==> config.mk <==
export PLATFORM = sky130hd
export DESIGN_NAME = spell_mem_master
export DESIGN_NICKNAME = d
export VERILOG_FILES = /design/src/rtl/spell_mem_master.sv
export SDC_FILE = /design/constraint.sdc
export NUM_CORES = 1
export LEC_CHECK = 0
export BUFFER_PORTS_ARGS = -buffer_cell sky130_fd_sc_hd__buf_2
export CAP_MARGIN = 20
export CORE_ASPECT_RATIO = 0.8
export CORE_UTILIZATION = 47
export DETAILED_ROUTE_END_ITERATION = 10
export GPL_TIMING_DRIVEN = 0
export PLACE_DENSITY = 0.89
export SLEW_MARGIN = 20
export SYNTH_ARGS = -nofsm -noshare
export SYNTH_HDL_FRONTEND = slang
export SYNTH_SLANG_ARGS = --single-unit
==> constraint.sdc <==
create_clock -name clock -period 1.9 [get_ports clock]
set_input_delay 0.38 -clock clock [delete_from_list [all_inputs] [get_ports clock]]
set_output_delay 0.38 -clock clock [all_outputs]
set_load 0.01 [all_outputs]
==> src/rtl/spell_mem_master.sv <==
// Initiator for the spell memory port: runs one core load/store at a time over the
// select/data_ready handshake, with a responder timeout and an enforced idle gap.
module spell_mem_master #(
  parameter int unsigned TIMEOUT_CYCLES = 64
) (
  input  logic       clock,
  input  logic       reset,
  input  logic       req_valid,
  output logic       req_ready,
  input  logic       req_write,
  input  logic       req_data_space,
  input  logic [7:0] req_addr,
  input  logic [7:0] req_wdata,
  output logic       rsp_valid,
  output logic [7:0] rsp_rdata,
  output logic       rsp_error,
  output logic       mem_select,
  output logic [7:0] mem_addr,
  output logic [7:0] mem_wdata,
  output logic       mem_memory_type_data,
  output logic       mem_write,
  input  logic [7:0] mem_rdata,
  input  logic       mem_data_ready
);

  localparam int unsigned CNT_W = 8;
  localparam logic [CNT_W-1:0] CNT_LAST = CNT_W'(TIMEOUT_CYCLES - 1);

  typedef enum logic [1:0] {
    IDLE,
    ACCESS,
    RELEASE
  } state_t;

  state_t           state;
  logic [CNT_W-1:0] cnt;

  // Only combinational output: lets the core see acceptance in the same cycle.
  assign req_ready = (state == IDLE) && !reset;

  always_ff @(posedge clock) begin
    if (reset) begin
      state                <= IDLE;
      cnt                  <= '0;
      mem_select           <= 1'b0;
      mem_write            <= 1'b0;
      mem_memory_type_data <= 1'b0;
      mem_addr             <= '0;
      mem_wdata            <= '0;
      rsp_valid            <= 1'b0;
      rsp_error            <= 1'b0;
      rsp_rdata            <= '0;
    end else begin
      rsp_valid <= 1'b0;
      case (state)
        IDLE: begin
          if (req_valid && req_ready) begin
            mem_write            <= req_write;
            mem_memory_type_data <= req_data_space;
            mem_addr             <= req_addr;
            mem_wdata            <= req_wdata;
            mem_select           <= 1'b1;
            cnt                  <= '0;
            state                <= ACCESS;
          end
        end
        ACCESS: begin
          // data_ready is checked first so it wins a tie with the timeout.
          if (mem_data_ready) begin
            mem_select <= 1'b0;
            rsp_valid  <= 1'b1;
            rsp_error  <= 1'b0;
            rsp_rdata  <= mem_write ? 8'd0 : mem_rdata;
            state      <= RELEASE;
          end else if (cnt == CNT_LAST) begin
            mem_select <= 1'b0;
            rsp_valid  <= 1'b1;
            rsp_error  <= 1'b1;
            rsp_rdata  <= 8'd0;
            state      <= RELEASE;
          end else begin
            cnt <= cnt + CNT_W'(1);
          end
        end
        RELEASE: begin
          // Wait for the responder to drop data_ready before taking new work.
          if (!mem_data_ready) begin
            state <= IDLE;
          end
        end
        default: begin
          state <= IDLE;
        end
      endcase
    end
  end

endmodule

==> results.md, run 1 <==
* Status: completed
* Worst-margin pin slew at 0.508 ns
* Rel. slew slack at 0.659
* Core Region at 2850 sq um
* Top sig layer: met4
* Post-synth EDFFs at 0
* Number of synthesis warnings at 0
* Final number of setup-violating endpoints at 0
* Worst clock skew at between 0.002 and 0.003 ns
* R2r setup slk at 0.15 ns
* Tmin final at 1.75 ns
* Global Route Usage Sum at 0.220
* Fillcell total at 258
* P per Cell Area at 888 nW/um^2
* Mapped Area at approximately 1500 sq um
* CP endpoint kind: flip-flop
* Leakage at roughly 0.84 nW
* CTS tree: yes
* Max Cap Viol at 0
* Fin cells at about 270
* Largest net degree at the start of global routing at 13
* Met1 WL at 1.60 mm
* Mux cell area share after synthesis at 0
* Register area share after synthesis at 0.532
* Crit path from: cnt[0]$_SDFFE_PP0P_
* Clock Sinks at 39
* Initial antenna violation count at 0
* Via count at 1405
* Post-Synth XOR/XNOR Area at 0.00597
* Met3 wire length at roughly 250 um
* Initial drt markers at 45
* Die Wd at 64.5 um
* First-pass GRT wire length at 5.40 mm
* Count of pins over their slew limit at 0
* Area of the multi-input gates at between 600 and 700 sq um
* Slowest cell on crit path: dfxtp_1
* Syn Inst Count at 168
* Leading cell types in the layout, fill and taps excluded: buf_2, nand2_1, dfxtp_1
* FP Rows at 17
* Most common cell after layout, fill and taps aside: buf_2
* Antenna Cells at 0
* Pre-antenna DRT Iters at 4
* Syn nets at 199
* Asr flop ratio synth at 0
* Residual DRC at 0
* Final nets at between 200 and 300
* Area Growth Syn to Fin at 32.0%
* CTS Root Cell: clkbuf_8
* Crit. path cell count at 6
* Endpoints failing hold at 0
* Combinational share of power at 0.091
* Setup TNS at 0 ns
* Worst setup path end: cnt[3]$_SDFFE_PP0P_
* Synth top area cells: dfxtp_1, nand2_1, a21oi_1
* Crit path arrival time at 1.95 ns
* Crit path kind: flip-flop to flip-flop
* Dpl cells at 264
* Fin crit share at 0.919
* Post-synth top area cell: dfxtp_1
* Clock share of power at 0.408
* RSZ-0062 raised after global routing: no
* CP startpoint kind: flip-flop
* Ys flop type: dfxtp_1
* Grt ovf at 0
* Reg power frac at 0.500
* Seq cells post-synth at 39
* Reg2reg start: cnt[0]$_SDFFE_PP0P_
* Req. time, crit path at 2.10 ns
* Synth cell types at 31
* Synth top area share at 0.532
* Cell Chain, Critical Path: ha_1, nor3b_2, a21o_1, buf_6, or3_1, a211oi_1
* Adder-cell share of the synthesized area at 0.00853
* Sw Share at 0.223
* Top delay family on crit path: simple AND/OR/NAND/NOR gates
* Number of I/O pins at 60
* Largest family of logic cells by synthesized area: simple AND/OR/NAND/NOR gates
* FF+latch area at 781 sq um
* Worst path max stage delay at about 0.37 ns
* CTS buffer count at 5
* Clk pin slew, worst setup/hold paths at around 0.070 ns
* Worst VDD drop at 0.525 mV
* Vias per Instance at 5.17
* Critical R2R Capture: cnt[3]$_SDFFE_PP0P_
* Final ANT Viol Nets at 0
* Hpwl dp at 2.43 mm
* Worst reg2reg path depth at 6
* FMAX at 573 MHz
* Hold Path Class: input pin to flip-flop
* Compound-Gate Fraction of Synth Area at 0.193
* CP max FO at 10
* GPL Wtd Cong at 0.824
* IO Port Bufs at slightly below 60
* Bufs and invs on worst path at 1
* Syn_area_per_cell at 8.73 sq um
* P_sw at 0.000384 W
* Simple logic cell fraction of the synthesized area at 0.227
* WL/cell at 12.5 um
* Die Ht at 52.0 um
* Clock latency on the worst-skew pair at roughly 0.28 ns
* Total power draw at 0.00172 W
* Die area at 3350 sq um
* Met2 wire len at 1.52 mm
* Initial Util at 0.514
* Max clock buf depth at 2
* Internal at 0.00134 W
* H-tree levels at 2
* Ratio of cells with drive above 1 in the final layout at 0.303
* Number of global-route vias before repair at 1241
* Final WL at 3.40 mm
[final cells by class]
cell class | count | share of cell area
tap | 38 | 0.0246
multi-input combinational | 118 | 0.336
clock inverter | 2 | 0.0181
sequential | 39 | 0.403
clock buffer | 6 | 0.0427
inverter | 1 | 0.00194
buffer | 10 | 0.0233
timing repair buffer | 58 | 0.150
[state kept, by name (all words and copies together) (netlist names)]
register / flops
rsp_error: 1
mem_addr: 8
mem_wdata: 8
rsp_valid: 1
mem_write: 1
mem_select: 1
state: 2
mem_memory_type_data: 1
cnt: 8
rsp_rdata: 8
[what timing repair did]
action / in CTS / in global routing
resized for setup: 0 / 3
setup buffers: 0 / 0
hold buffers: 0 / 0
setup endpoints to repair: 0 / 12
[routing by layer]
layer  vias up  GRT usage
met5         -          0
met4         0     0.0667
met3         2     0.0899
met2        52      0.360
met1       629      0.266
li1        722          -
[Yosys cell counts (3+ instances only)]
cell and instances:
nor3_1 3, a22o_1 8, nand2_1 42, a21oi_1 27
a211oi_1 3, clkbuf_1 9, nand3_1 8, dfxtp_1 39
or3_1 3
[logic make-up (layout without fill, tap and decap cells)]
group	Yosys count	after routing
xor+xnor	1	1
buf+inv	11	77
compound gates	46	46
fa+ha+maj	1	1
simple gates	70	70
flops	39	39
[per-stage QoR]
stage          worst slack, ns  utilization  hold WS (ns)  cell area (sq um)
2_1_floorplan            0.260            -         0.477               1470
3_3_place_gp            0.0684        0.633         0.439               1800
3_5_place_dp            0.0425        0.633         0.444               1800
4_1_cts                 0.0353        0.674         0.300               1920
5_1_grt                 0.0707        0.679         0.293               1940
6_report                 0.155        0.679         0.309               1940
[power groups by stage]
stage | Sequential (W) | Clock, W | Combinational, W
6_report | 0.000860 | 0.000702 | 0.000157
5_1_grt | 0.000863 | 0.000764 | 0.000175
4_1_cts | 0.000860 | 0.000713 | 0.000156
3_5_place_dp | 0.000878 | 0 | 0.000156
3_3_place_gp | 0.000878 | 0 | 0.000152
2_1_floorplan | 0.000890 | 0 | 0.0000688
[worst min path at each step]
stage	startpoint	endpoint	slack (ns)	depth (start not counted)
final	mem_rdata[7]	rsp_rdata[7]$_SDFFE_PP0P_	0.31	2
after global routing	mem_rdata[1]	rsp_rdata[1]$_SDFFE_PP0P_	0.29	2
after CTS	mem_rdata[2]	rsp_rdata[2]$_SDFFE_PP0P_	0.30	2
after detailed placement	mem_wdata[6]$_SDFFE_PP0P_	mem_wdata[6]$_SDFFE_PP0P_	0.44	2
after global placement	mem_addr[5]$_SDFFE_PP0P_	mem_addr[5]$_SDFFE_PP0P_	0.44	2
after floorplan	mem_data_ready	rsp_error$_SDFFE_PP0P_	0.48	1
(Power assumes the default switching activity.)
==> inputs of run 2 (changes only) <==
CAP_MARGIN = default   (was 20)
CORE_UTILIZATION = 42   (was 47)
PLACE_DENSITY = 0.85   (was 0.89)
clock period = 1.4 ns   (was 1.9 ns; I/O delays follow)
==> run 2 against run 1 <==
First-iteration DRC count fell by 8.9%. Sequential share of layout area decreased by 2.4 points. Count of clock-buffer cells in the layout shrank 1. Clock skew up 0.0055 ns. Combinational power is 55% higher. Hold slack got worse by 0.11 ns. Wire length grew 16%. The run now ends with negative setup slack left. Largest power group unchanged. Clock power increased by 33%. Critical path depth fell by 2. Maximum frequency rose by 10%. Global-route usage fell by 0.60 points.
==> results.md, run 2 (same netlist as run 1, synthesis figures left out) <==
* Worst-margin pin slew at 0.562 ns (was 0.508 ns)
* Req. time, crit path at 1.62 ns (was 2.10 ns)
* Setup TNS at -2.86 ns (was 0 ns)
* WL/cell at 14.2 um (was 12.5 um)
* First-pass GRT wire length at 5.52 mm (was 5.40 mm)
* Max Cap Viol at 0 (unchanged)
* Clock latency on the worst-skew pair at 0.30 ns (was 0.28 ns)
* Die area at 3730 sq um (was 3350 sq um)
* Crit path arrival time at 1.80 ns (was 1.95 ns)
* P per Cell Area at 1130 nW/um^2 (was 888 nW/um^2)
* Tmin final at 1.58 ns (was 1.75 ns)
* CP endpoint kind: flip-flop (unchanged)
* GPL Wtd Cong at 0.846 (was 0.824)
* Number of global-route vias before repair at 1176 (was 1241)
* Final number of setup-violating endpoints at 34 (was 0)
* Most common cell after layout, fill and taps aside: buf_2 (unchanged)
* Die Ht at 54.9 um (was 52.0 um)
* CTS Root Cell: clkbuf_8 (unchanged)
* Status: complete, but fails checks (was completed)
* Die Wd at 68.1 um (was 64.5 um)
* Area Growth Syn to Fin at 41.8% (was 32.0%)
* FMAX at 632 MHz (was 573 MHz)
* Final nets at 269 (was 264)
* Placement Setup Slack at -0.358 ns (was 0.0425 ns)
* Rel. slew slack at 0.626 (was 0.659)
* Fin crit share at 1.13 (was 0.919)
* Clock Sinks at 39 (unchanged)
* Antenna Cells at 0 (unchanged)
* Slowest cell on crit path: or3b_4 (was dfxtp_1)
* Largest net degree at the start of global routing at 14 (was 13)
* CP max FO at 6 (was 10)
* Final ANT Viol Nets at 0 (unchanged)
* Leakage at 0.886 nW (was 0.844 nW)
* CTS buffer count at 5 (unchanged)
* Global Route Usage Sum at 0.214 (was 0.220)
* Final WL at 3.96 mm (was 3.40 mm)
* Initial antenna violation count at 0 (unchanged)
* Leading cell types in the layout, fill and taps excluded: buf_2, nand2_1, dfxtp_1 (unchanged)
* Clk pin slew, worst setup/hold paths at 0.08 ns (was 0.07 ns)
* Residual DRC at 0 (unchanged)
* Final core occ at 0.650 (was 0.679)
* Fillcell total at 258 (unchanged)
* Vias per Instance at 5.30 (was 5.17)
* Number of I/O pins at 60 (unchanged)
* Hold Path Class: input pin to flip-flop (unchanged)
* Violated checks: negative setup slack
* Worst clock skew at 0.00833 ns (was 0.00282 ns)
* Initial Util at 0.459 (was 0.514)
* H-tree levels at 2 (unchanged)
* Initial drt markers at 41 (was 45)
* Via count at 1479 (was 1405)
* Crit path kind: flip-flop to flip-flop (unchanged)
* Count of pins over their slew limit at 0 (unchanged)
* Max clock buf depth at 2 (unchanged)
* CTS tree: yes (unchanged)
* Endpoints failing hold at 0 (unchanged)
* Core Region at 3200 sq um (was 2850 sq um)
* RSZ-0062 raised after global routing: yes (was no)
* FP Rows at 18 (was 17)
* CP startpoint kind: flip-flop (unchanged)
* Worst setup margin at -0.183 ns (was 0.155 ns)
* Worst path max stage delay at 0.39 ns (was 0.37 ns)
* IO Port Bufs at 58 (unchanged)
* Ratio of cells with drive above 1 in the final layout at 0.406 (was 0.303)
* Grt ovf at 0 (unchanged)
* Worst VDD drop at 0.816 mV (was 0.525 mV)
* Cell Chain, Critical Path: or3b_4, a21o_4, or3_4, a211oi_2 (was ha_1, nor3b_2, a21o_1, buf_6, or3_1, a211oi_1)
* Hpwl dp at 2.41 mm (was 2.43 mm)
* Pre-antenna DRT Iters at 4 (unchanged)
-- run 2: per-layer routing --
layer / vias to the layer above / GRT usage / part of all wire
met5: - / 0 / 0
met4: 0 / 0.115 / 0.029
met3: 11 / 0.0750 / 0.082
met2: 82 / 0.319 / 0.45
met1: 658 / 0.271 / 0.44
li1: 728 / - / -
-- run 2: stage by stage --
stage	hold slack [ns]	power, W	area (sq um)	instances
floorplan	0.377	0.00130	1480	168
global placement	0.439	0.00140	1820	266
detailed placement	0.446	0.00140	1820	266
CTS	0.193	0.00234	2040	279
global route	0.189	0.00244	2080	279
finish	0.194	0.00234	2080	279
-- run 2: worst max-delay path, delay by kind of cell, from the launching register on --
kind	cells	cell delay [ns]
AOI/OAI and AO/OA	2	0.42
DFF	1	0.36
and+or+nand+nor	2	0.72
-- run 2: final cells by class --
class	instances	area [sq um]	area share
plain buffers	8	35.0	0.0168
clock buffers	5	68.8	0.0331
clock inverters	3	43.8	0.0211
inverters	1	3.75	0.00181
multi-input cells	119	747	0.359
flip-flops and latches	39	788	0.379
well taps	40	50.0	0.0241
repair buffers	64	343	0.165
-- run 2: worst paths after layout --
check / from / to / slack [ns] / cells past startpoint
worst max-delay path: state[0]$_SDFFE_PP0P_ / cnt[3]$_SDFFE_PP0P_ / -0.18 / 4
worst min-delay path: mem_rdata[0] / rsp_rdata[0]$_SDFFE_PP0P_ / 0.19 / 2
worst max register to register: state[0]$_SDFFE_PP0P_ / cnt[3]$_SDFFE_PP0P_ / -0.18 / 4
worst min register to register: mem_addr[7]$_SDFFE_PP0P_ / mem_addr[7]$_SDFFE_PP0P_ / 0.46 / 2
-- run 2: report_power, final --
part           leakage (nW)  switching [W]  internal (W)
Clock                0.0581       0.000400      0.000530
Combinational         0.509       0.000139      0.000104
Sequential            0.319      0.0000213       0.00115
-- run 2: repair_timing --
action	in CTS	in global routing
cloned	1	0
pin swaps	3	3
resized for setup	17	9
hold endpoints to repair	0	0
setup buffers	5	1
setup endpoints to repair	36	37
hold buffers	0	0
==> inputs of run 3 (changes only) <==
REMOVE_ABC_BUFFERS = 1   (was default)
==> run 3 against run 2 <==
The flow still finishes with violations (negative setup slack). Core utilization is 2.6 points lower. Power is 9.7% lower. Maximum frequency is 3.2% higher. Highest routed layer unchanged. Wire length is 11% lower. Largest cell class unchanged. Sequential share of layout area is 1.8 points higher. Cell area is 4.0% lower. Cell count is 2.9% lower.
==> results.md, run 3 (same netlist as run 1, synthesis figures left out) <==
* CP max FO at 5 (was 6)
* Final nets at 261 (was 269)
* Tmin final at 1.53 ns (was 1.58 ns)
* CTS tree: yes (unchanged)
* Largest net degree at the start of global routing at 35 (was 14)
* GPL Wtd Cong at 0.777 (was 0.846)
* Vias per Instance at 5.34 (was 5.30)
* FMAX at 652 MHz (was 632 MHz)
* # hold bufs at CTS at 0 (unchanged)
* Die area at 3730 sq um (unchanged)
* Worst clock skew at 0.00543 ns (was 0.00833 ns)
* Number of global-route vias before repair at 1159 (was 1176)
* WL/cell at 12.9 um (was 14.2 um)
* Leading cell types in the layout, fill and taps excluded: buf_2, nand2_1, dfxtp_1 (unchanged)
* Final WL at 3.51 mm (was 3.96 mm)
* Final ANT Viol Nets at 0 (unchanged)
* Status: complete, but fails checks (unchanged)
* CTS Root Cell: clkbuf_8 (unchanged)
* Endpoints failing hold at 0 (unchanged)
* Hold Path Class: input pin to flip-flop (unchanged)
* Count of pins over their slew limit at 0 (unchanged)
* CP startpoint kind: flip-flop (unchanged)
* Via count at 1446 (was 1479)
* Worst setup margin at -0.135 ns (was -0.183 ns)
* Number of I/O pins at 60 (unchanged)
* H-tree levels at 2 (unchanged)
* Worst-margin pin slew at 0.410 ns (was 0.562 ns)
* Die Wd at 68.1 um (unchanged)
* Max clock buf depth at 2 (unchanged)
* Rel. slew slack at 0.727 (was 0.626)
* Pre-antenna DRT Iters at 4 (unchanged)
* Global Route Usage Sum at 0.183 (was 0.214)
* Worst VDD drop at 0.478 mV (was 0.816 mV)
* Setup TNS at -0.567 ns (was -2.86 ns)
* Worst reg2reg path depth at 4 (unchanged)
* Final number of setup-violating endpoints at 14 (was 34)
* Req. time, crit path at 1.61 ns (was 1.62 ns)
* Initial Util at 0.459 (unchanged)
* Fin crit share at 1.10 (was 1.13)
* Grt ovf at 0 (unchanged)
* Ratio of cells with drive above 1 in the final layout at 0.394 (was 0.406)
* First-pass GRT wire length at 4.89 mm (was 5.52 mm)
* Violated checks: negative setup slack (unchanged)
* Most common cell after layout, fill and taps aside: buf_2 (unchanged)
* CTS buffer count at 5 (unchanged)
* Final core occ at 0.624 (was 0.650)
* Leakage at 0.854 nW (was 0.886 nW)
* CP endpoint kind: flip-flop (unchanged)
* RSZ-0062 raised after global routing: yes (unchanged)
* Antenna Cells at 0 (unchanged)
* Fillcell total at 266 (was 258)
* Clock Sinks at 39 (unchanged)
* Initial drt markers at 61 (was 41)
* Residual DRC at 0 (unchanged)
* FP Rows at 18 (unchanged)
* Hold Path Depth at 2 (unchanged)
* IO Port Bufs at 59 (was 58)
* Core Region at 3200 sq um (unchanged)
* Area Growth Syn to Fin at 36.2% (was 41.8%)
* Clock latency on the worst-skew pair at 0.29 ns (was 0.30 ns)
* Clk pin slew, worst setup/hold paths at 0.07 ns (was 0.08 ns)
* Die Ht at 54.9 um (unchanged)
* Crit path arrival time at 1.75 ns (was 1.80 ns)
* Initial antenna violation count at 0 (unchanged)
* Max Cap Viol at 0 (unchanged)
* Hpwl dp at 2.16 mm (was 2.41 mm)
* Crit path kind: flip-flop to flip-flop (unchanged)
* P per Cell Area at 1060 nW/um^2 (was 1130 nW/um^2)
-- run 3: cell count changes in the layout (fill, tap and decap cells not counted), moves of 2 or more --
cell / previous run / this run
clkbuf_1: 4 / 1
clkbuf_2: 4 / 0
buf_6: 2 / 0
a21o_1: 0 / 3
a21o_4: 2 / 0
-- run 3: layer usage --
metal  track usage  vias up  wire, um
li1              -      719         -
met1         0.196      677      1510
met2         0.322       41      1690
met3        0.0646        9       240
met4        0.0903        0        64
met5             0        -         0
-- run 3: stage by stage --
step	setup slack, ns	hold slack [ns]	total power (W)	cell area [sq um]	cells
after floorplan	-0.188	0.349	0.00128	1420	158
after global placement	-0.586	0.439	0.00139	1770	257
after detailed placement	-0.693	0.444	0.00139	1770	257
after CTS	-0.128	0.197	0.00212	1940	267
after global routing	-0.163	0.207	0.00221	2000	271
final	-0.135	0.203	0.00211	2000	271
-- run 3: worst paths after layout --
| check | start | slack (ns) | end |
|---|---|---|---|
| worst max register to register | state[0]$_SDFFE_PP0P_ | -0.13 | cnt[3]$_SDFFE_PP0P_ |
| worst min register to register | mem_addr[4]$_SDFFE_PP0P_ | 0.45 | mem_addr[4]$_SDFFE_PP0P_ |
| worst min-delay path | mem_rdata[2] | 0.20 | rsp_rdata[2]$_SDFFE_PP0P_ |
| worst max-delay path | state[0]$_SDFFE_PP0P_ | -0.13 | cnt[3]$_SDFFE_PP0P_ |
-- run 3: critical path: stages, from the launching register on --
cell and delay (ns):
dfxtp_2 0.36, or3b_4 0.38, a21o_1 0.21, or3_1 0.33, a211oi_2 0.18
-- run 3: layout make-up --
| cell class | count | area [sq um] | area share |
|---|---|---|---|
| Sequential cell | 39 | 792 | 0.397 |
| Multi-Input combinational cell | 119 | 731 | 0.366 |
| Timing Repair Buffer | 64 | 335 | 0.168 |
| Clock buffer | 6 | 72.6 | 0.0363 |
| Tap cell | 40 | 50.0 | 0.0251 |
| Clock inverter | 2 | 12.5 | 0.00627 |
| Inverter | 1 | 3.75 | 0.00188 |
-- run 3: timing repair --
action / 4_1_cts / 5_1_grt
resized for setup: 20 / 9
gates cloned: 1 / 0
setup endpoints to repair: 40 / 25
buffers inserted: 1 / 4
pin swaps: 7 / 8
-- run 3: where the power goes --
part           internal (W)  total [W]  switching [W]
registers           0.00114    0.00116      0.0000200
logic             0.0000959   0.000225       0.000129
clock network      0.000348   0.000725       0.000378
